==> config.mk <==
export PLATFORM = sky130hd
export DESIGN_NAME = tqvp_dlmiles_i2c_rxshift
export DESIGN_NICKNAME = d
export VERILOG_FILES = /design/src/rtl/tqvp_dlmiles_i2c_pkg.sv /design/src/rtl/tqvp_dlmiles_i2c_glitchfilt.sv /design/src/rtl/tqvp_dlmiles_i2c_rxshift.sv
export SDC_FILE = /design/constraint.sdc
export NUM_CORES = 1
export LEC_CHECK = 0
export CAP_MARGIN = 20
export CORE_UTILIZATION = 55
export CTS_CLUSTER_SIZE = 24
export DETAILED_ROUTE_END_ITERATION = 7
export PLACE_DENSITY = 0.82
export SYNTH_ARGS = -nofsm -noshare
export SYNTH_HDL_FRONTEND = slang
export SYNTH_SLANG_ARGS = --single-unit
==> constraint.sdc <==
create_clock -name clk -period 2.58 [get_ports clk]
set_input_delay 0.645 -clock clk [delete_from_list [all_inputs] [get_ports clk]]
set_output_delay 0.645 -clock clk [all_outputs]
set_load 0.03 [all_outputs]
==> src/rtl/tqvp_dlmiles_i2c_pkg.sv <==
// Shared constants for the I2C receive path: RX shifter state encoding,
// byte geometry and counter widths.
package tqvp_dlmiles_i2c_pkg;

  localparam int CNT_W = 4;
  localparam int I2C_BITS_PER_BYTE = 8;

  // RX shifter states
  localparam logic [1:0] RXS_IDLE     = 2'd0;
  localparam logic [1:0] RXS_WAIT_LOW = 2'd1;
  localparam logic [1:0] RXS_SHIFT    = 2'd2;
  localparam logic [1:0] RXS_ACK      = 2'd3;

  // Count value held before the rise that completes a byte
  localparam logic [CNT_W-1:0] RX_LAST_BIT = CNT_W'(I2C_BITS_PER_BYTE - 1);

endpackage

==> src/rtl/tqvp_dlmiles_i2c_glitchfilt.sv <==
// 1-bit glitch filter: the output follows the input only after the input has
// differed from the output for FILTER_LEN consecutive clk samples. Any sample
// agreeing with the output clears the run counter. Output resets to 1 (idle bus).
module tqvp_dlmiles_i2c_glitchfilt
  import tqvp_dlmiles_i2c_pkg::*;
#(
  parameter int FILTER_LEN = 3
) (
  input  logic clk,
  input  logic rst,
  input  logic d,
  output logic q
);

  localparam logic [CNT_W-1:0] LAST = CNT_W'(FILTER_LEN - 1);

  logic [CNT_W-1:0] cnt;

  // Count consecutive mismatching samples; flip the output on the last one
  always_ff @(posedge clk or posedge rst) begin
    if (rst) begin
      q   <= 1'b1;
      cnt <= '0;
    end else if (d == q) begin
      cnt <= '0;
    end else if (cnt >= LAST) begin
      q   <= d;
      cnt <= '0;
    end else begin
      cnt <= cnt + 1'b1;
    end
  end

endmodule

==> src/rtl/tqvp_dlmiles_i2c_rxshift.sv <==
// I2C receive deserialiser. Armed once per byte by the FSM, samples SDA on
// SCL rises (MSB first), then captures the ACK bit. START/STOP detection and
// bus-busy tracking run in every state.
// Optional: define TQVP_DLMILES_I2C_RXSHIFT_FILTER_EN to put a FILTER_LEN
// glitch filter on both lines.
module tqvp_dlmiles_i2c_rxshift
  import tqvp_dlmiles_i2c_pkg::*;
#(
  parameter int FILTER_LEN = 3
) (
  input  logic       clk,
  input  logic       rst,
  input  logic       scl_i,
  input  logic       sda_i,
  input  logic       rx_arm_i,
  input  logic       rx_abort_i,
  output logic [7:0] rxd_data_o,
  output logic       rxd_valid_o,
  output logic       ack_o,
  output logic       ack_valid_o,
  output logic       busy_o,
  output logic       start_det_o,
  output logic       stop_det_o,
  output logic       bus_busy_o,
  output logic       err_io_o
);

  if (FILTER_LEN < 1 || FILTER_LEN > 15) begin : g_bad_len
    $error("FILTER_LEN must be in 1..15");
  end

  logic scl_f, sda_f;

`ifdef TQVP_DLMILES_I2C_RXSHIFT_FILTER_EN
  tqvp_dlmiles_i2c_glitchfilt #(.FILTER_LEN(FILTER_LEN)) u_scl_filt (
    .clk(clk), .rst(rst), .d(scl_i), .q(scl_f)
  );
  tqvp_dlmiles_i2c_glitchfilt #(.FILTER_LEN(FILTER_LEN)) u_sda_filt (
    .clk(clk), .rst(rst), .d(sda_i), .q(sda_f)
  );
`else
  assign scl_f = scl_i;
  assign sda_f = sda_i;
`endif

  logic scl_q, sda_q;
  logic rise, start_c, stop_c;
  logic [1:0] state;
  logic [CNT_W-1:0] bit_cnt;
  // Only the first seven bits need holding; the eighth goes straight to rxd_data_o
  logic [6:0] shreg;

  assign rise    = scl_f & ~scl_q;
  assign start_c = scl_f & scl_q & ~sda_f &  sda_q;
  assign stop_c  = scl_f & scl_q &  sda_f & ~sda_q;
  assign busy_o  = (state != RXS_IDLE);

  // Previous-sample registers; idle bus level is high
  always_ff @(posedge clk or posedge rst) begin
    if (rst) begin
      scl_q <= 1'b1;
      sda_q <= 1'b1;
    end else begin
      scl_q <= scl_f;
      sda_q <= sda_f;
    end
  end

  // Bus condition strobes and busy level, independent of capture state
  always_ff @(posedge clk or posedge rst) begin
    if (rst) begin
      start_det_o <= 1'b0;
      stop_det_o  <= 1'b0;
      bus_busy_o  <= 1'b0;
    end else begin
      start_det_o <= start_c;
      stop_det_o  <= stop_c;
      if (start_c)     bus_busy_o <= 1'b1;
      else if (stop_c) bus_busy_o <= 1'b0;
    end
  end

  // Capture FSM: abort beats everything, bus conditions mid-byte are errors
  always_ff @(posedge clk or posedge rst) begin
    if (rst) begin
      state       <= RXS_IDLE;
      bit_cnt     <= '0;
      shreg       <= '0;
      rxd_data_o  <= '0;
      rxd_valid_o <= 1'b0;
      ack_o       <= 1'b0;
      ack_valid_o <= 1'b0;
      err_io_o    <= 1'b0;
    end else begin
      rxd_valid_o <= 1'b0;
      ack_valid_o <= 1'b0;
      err_io_o    <= 1'b0;
      case (state)
        RXS_IDLE: begin
          if (rx_arm_i && !rx_abort_i) begin
            state   <= RXS_WAIT_LOW;
            bit_cnt <= '0;
          end
        end
        RXS_WAIT_LOW: begin
          // Skip any high phase already under way when armed
          if (rx_abort_i)  state <= RXS_IDLE;
          else if (!scl_f) state <= RXS_SHIFT;
        end
        RXS_SHIFT: begin
          if (rx_abort_i) begin
            state <= RXS_IDLE;
          end else if (start_c || stop_c) begin
            err_io_o <= 1'b1;
            state    <= RXS_IDLE;
          end else if (rise) begin
            shreg   <= {shreg[5:0], sda_f};
            bit_cnt <= bit_cnt + 1'b1;
            if (bit_cnt == RX_LAST_BIT) begin
              rxd_data_o  <= {shreg, sda_f};
              rxd_valid_o <= 1'b1;
              state       <= RXS_ACK;
            end
          end
        end
        default: begin // RXS_ACK
          if (rx_abort_i) begin
            state <= RXS_IDLE;
          end else if (start_c || stop_c) begin
            err_io_o <= 1'b1;
            state    <= RXS_IDLE;
          end else if (rise) begin
            ack_o       <= sda_f;
            ack_valid_o <= 1'b1;
            state       <= RXS_IDLE;
          end
        end
      endcase
    end
  end

endmodule

Yosys cells after proc, flatten, opt, wreduce, memory -nomap -nowiden --
Index checks and enable logic that the tools add are counted.
Word-level totals: input port bits 6, output and inout port bits 16, flip-flop bits (word level) 30, logic and storage cells 81
Operators by class: multiplexer cells 30, reductions and logical operators 15, bitwise gates (word level) 12, add/subtract/negate cells 1, eq/ne operators 10
Operator list (count):
- 2-bit two-way mux | 10
- 4-bit two-way mux | 4
- 5-bit AND reduction | 3
- 1-bit two-way mux | 14
- 2-bit inequality test (second input constant) | 4
- 4-bit inequality test (second input constant) | 2
- 4-bit case mux with 2 select lines | 1
- 4-bit AND reduction | 2
- 1-bit AND | 6
- 1-bit inverter | 6
- 2-bit case mux with 3 select lines | 1
- 2-bit nonzero test | 3
- 5-bit nonzero test | 1
- 4-bit by 1-bit adder with 4-bit output (second input constant) | 1
- 4-bit by 3-bit equality test with 1-bit output (second input constant) | 1
- 3-bit inequality test (second input constant) | 1
- 3-bit OR reduction | 1
- 2-bit by 1-bit equality test with 1-bit output (second input constant) | 1
- 2-bit equality test (second input constant) | 1
- 2-bit logical NOT | 1
- 2-bit OR reduction | 1
- 1-bit logical AND | 1
- 1-bit logical NOT | 1
- 1-bit logical OR | 1

Logic depth before layout (Yosys ltp) --
word-level depth 7, depth in mapped cells 4

Worst setup path before layout --
Ideal clock, no wire load.
path kind in2reg, start point input port rx_abort_i, end point register rxd_data_o[0], path slack 0.598 ns, arrival time 1.857 ns, required time 2.455 ns, stages 3, path buffers 0, cells stage by stage or3b_4 > nor4b_4 > mux2_2
On the way: word-level cells in the longest chain between the ends 2
RTL lines:
- start, declared | line tqvp_dlmiles_i2c_rxshift.sv:16 | input logic rx_abort_i,
- 1-bit inverter (no source line)
- 5-bit AND reduction (no source line)
- end signal, assigned | line tqvp_dlmiles_i2c_rxshift.sv:120 | rxd_data_o <= {shreg, sda_f};
- end, declared | line tqvp_dlmiles_i2c_rxshift.sv:17 | output logic [7:0] rxd_data_o,
No other way between the ends. A chain may end at the register's enable or synchronous reset.

Worst setup path in the final report --
start point register state[0], end point output port busy_o
On the way: word-level cells in the longest chain between the ends 1
RTL lines:
- start, declared | line tqvp_dlmiles_i2c_rxshift.sv:48 | logic [1:0] state;
- start signal, assigned | line tqvp_dlmiles_i2c_rxshift.sv:86 | state <= RXS_IDLE;
- start signal, assigned | line tqvp_dlmiles_i2c_rxshift.sv:101 | state <= RXS_WAIT_LOW;
- start signal, assigned | line tqvp_dlmiles_i2c_rxshift.sv:107 | if (rx_abort_i) state <= RXS_IDLE;
- 2-bit nonzero test | line tqvp_dlmiles_i2c_rxshift.sv:56 | assign busy_o = (state != RXS_IDLE);
- end, declared | line tqvp_dlmiles_i2c_rxshift.sv:21 | output logic busy_o,
No other way between the ends.

==> impl_results.md <==
- Status: complete, no violations
- Most numerous cell in the Yosys netlist: dfrtp_1
- Crit end category: primary output
- GP Congestion: 0.782
- Total Wirelength: 2.28 mm
- Ports: 22
- Layout cells sized above 1: 27.7%
- Post-Place Worst Slack: 135 ps
- Sequential fraction of the synthesis area: 58.4%
- HPWL Detailed: 1.63 mm
- Post-synth top area share: 54.3%
- Die height: 50.4 um
- CP Cell Sequence: or2_2 -> clkdlybuf4s50_1
- Synth cell types: 31
- Via count: 866
- Total track usage: 23.7%
- Clock Sinks: 30
- Dominant cells by area after synthesis: dfrtp_1, mux2_2, dfstp_2, nor4b_4, nor3b_1
- Initial Utilization: 58.3%
- Worst path depth: 2
- H-tree depth: 2
- Pint: 0.660 mW
- Largest net degree at the start of global routing: 31
- Die W: 50.4 um
- CP required: 1930 ps
- Clock network power share: 28.3%
- Cells after Synth: 99
- First-pass DRT Iterations: 4
- Comb pwr share: 13.8%
- Pwr dens: 558 nW/um2
- Wirelength per Cell: 14.5 um
- Total negative setup slack: 0 ps
- RSZ-0062 raised after global routing: no
- Post-CTS sizing: 0
- Number of synthesized flops with an enable pin: 0
- Highest clock rate: 418 MHz
- Post-route ant nets: 0
- Slowest stage cell, crit path: clkdlybuf4s50_1
- Root Buffer Master: clkbuf_4
- Core ar.: 2210 um2
- Setup bufs post-CTS: 0
- Drt drc: 0
- Synthesized area: 1290 um2
- Crit-path max cell delay: 600 ps
- # nets final: 136
- Final period util: 92.7%
- Skew-Pair Late Insertion Delay: 330 ps
- Syn. warnings: 0
- Vias in the first global route: 891
- Worst vdd rail ir drop: 0.504 mV
- Buf/Inv on CP: 1
- CP top delay family: buffers and inverters
- Flops & latches, synth: 30
- WHS Path Cells: 1
- Synth top cells by count: dfrtp_1, mux2_2, inv_1, nand2_1, nor2_1
- Grt ovf: 0
- Initial antenna violation count: 0
- Worst Setup Path Type: reg2out
- Min Clock Period, post-route: 2390 ps
- Num rows: 17
- TritonCTS clock tree: built
- P&R area growth vs syn: 25.0%
- Post-Syn Area per Cell: 13.0 um2
- Synth Net Count: 106
- Switching part of the total: 26.7%
- Setup violations, final: 0
- Clock buffer depth: 2
- Worst-Margin Slew: 358 ps
- Fin Clk Skew: 11.8 ps
- TritonCTS buffer count: 5
- First-pass GRT wire length: 4.14 mm
- Leakage power: 0.750 nW
- Port-buffer cells: 21
- Via/cell ratio: 5.48
- ANT cells: 0
- Iter 0 DRT Violations: 15
- Hold/Removal Path Class: reg2reg
- Biggest area consumer among synthesized cells: dfrtp_1
- P_sw: 0.241 mW
- CTS Hold Bufs: 0
- CP arrival: 1750 ps
- Sequential fraction of design power: 57.9%
- Commonest register cell after synthesis: dfrtp_1
- Die area: 2540 um2
- Clk pin slew, worst setup/hold paths: 100 ps
- Rel. slew slack: 76.1%
- Fin. Hold Viols: 0
- Ys async rst share: 100%
- CP max FO: 11
- Total of max-cap violations: 0
- Worst setup SP type: register
- Final max-slew violation count: 0
- R2R depth: 4
- Final worst setup slack: 189 ps
area by class of cell:
class                      instances  area, um2
fill                             159        599
multi-input combinational         61        507
sequential                        30        753
clock buffer                       6       41.3
clock inverter                     2       10.0
tap                               28       35.0
inverter                           5       18.8
timing repair buffer              26        248
cells by family (layout without fill, tap and decap cells):
family	Yosys count	in the layout	share of synthesized area, %
AO/OA/AOI/OAI	11	11	6.30
XOR/XNOR	1	1	0.679
adder cells (fa/ha/maj)	1	1	0.970
buffers and inverters	8	39	2.33
flip-flops	30	30	58.4
multiplexers	18	18	15.7
AND/OR/NAND/NOR	30	30	15.6
layer usage:
metal,vias to the layer above,global-route usage (%),share of wire (%)
li1,414,-,-
met1,430,29.6,45
met3,6,10.6,4.1
met4,0,12.5,2.3
met2,16,34.7,49
met5,-,0,0
final timing paths:
check	from	endpoint	slack, ps
max	state[0]	busy_o	190
min	rxd_data_o[6]	rxd_data_o[6]	520
max reg2reg	state[0]	rxd_data_o[0]	870
min reg2reg	rxd_data_o[6]	rxd_data_o[6]	520
max in group asynchronous	rst	scl_q	1580
min in group asynchronous	rst	rxd_data_o[3]	680
metrics by stage:
stage               total power [mW]  utilization (%)  instance area (um2)  hold WS, ps  instances
floorplan                      0.604                -                 1290          474         99
global placement               0.649             70.6                 1560          491        150
detailed placement             0.657             70.6                 1560          495        150
CTS                            0.914             72.9                 1610          515        158
global route                   0.950             72.9                 1610          531        158
finish                         0.900             72.9                 1610          516        158
layout by cell type, fill, tap and decap left out, types with 2 or more instances in the layout:
master,instances
nor2b_1,3
clkinv_2,2
o211ai_1,2
nand3_1,2
nor2_1,4
or2_2,2
dfrtp_1,28
nor4b_1,2
buf_4,5
clkbuf_4,5
o221ai_1,2
mux2_2,18
nor3b_1,3
nand2b_1,3
nand2_1,4
inv_1,5
dfstp_2,2
clkdlybuf4s50_1,21
power groups by stage:
stage	combinational, mW	clock [mW]	sequential (mW)
2_1_floorplan	0.0686	0	0.535
4_1_cts	0.126	0.266	0.522
5_1_grt	0.137	0.287	0.526
3_5_place_dp	0.125	0	0.531
6_report	0.124	0.255	0.521
3_3_place_gp	0.121	0	0.528
registers in the layout, summed over array words and instances (netlist names), 2 cells and up:
name,count
state,2
shreg,7
bit_cnt,4
rxd_data_o,8
No activity file was read; power rests on OpenSTA's default activity.
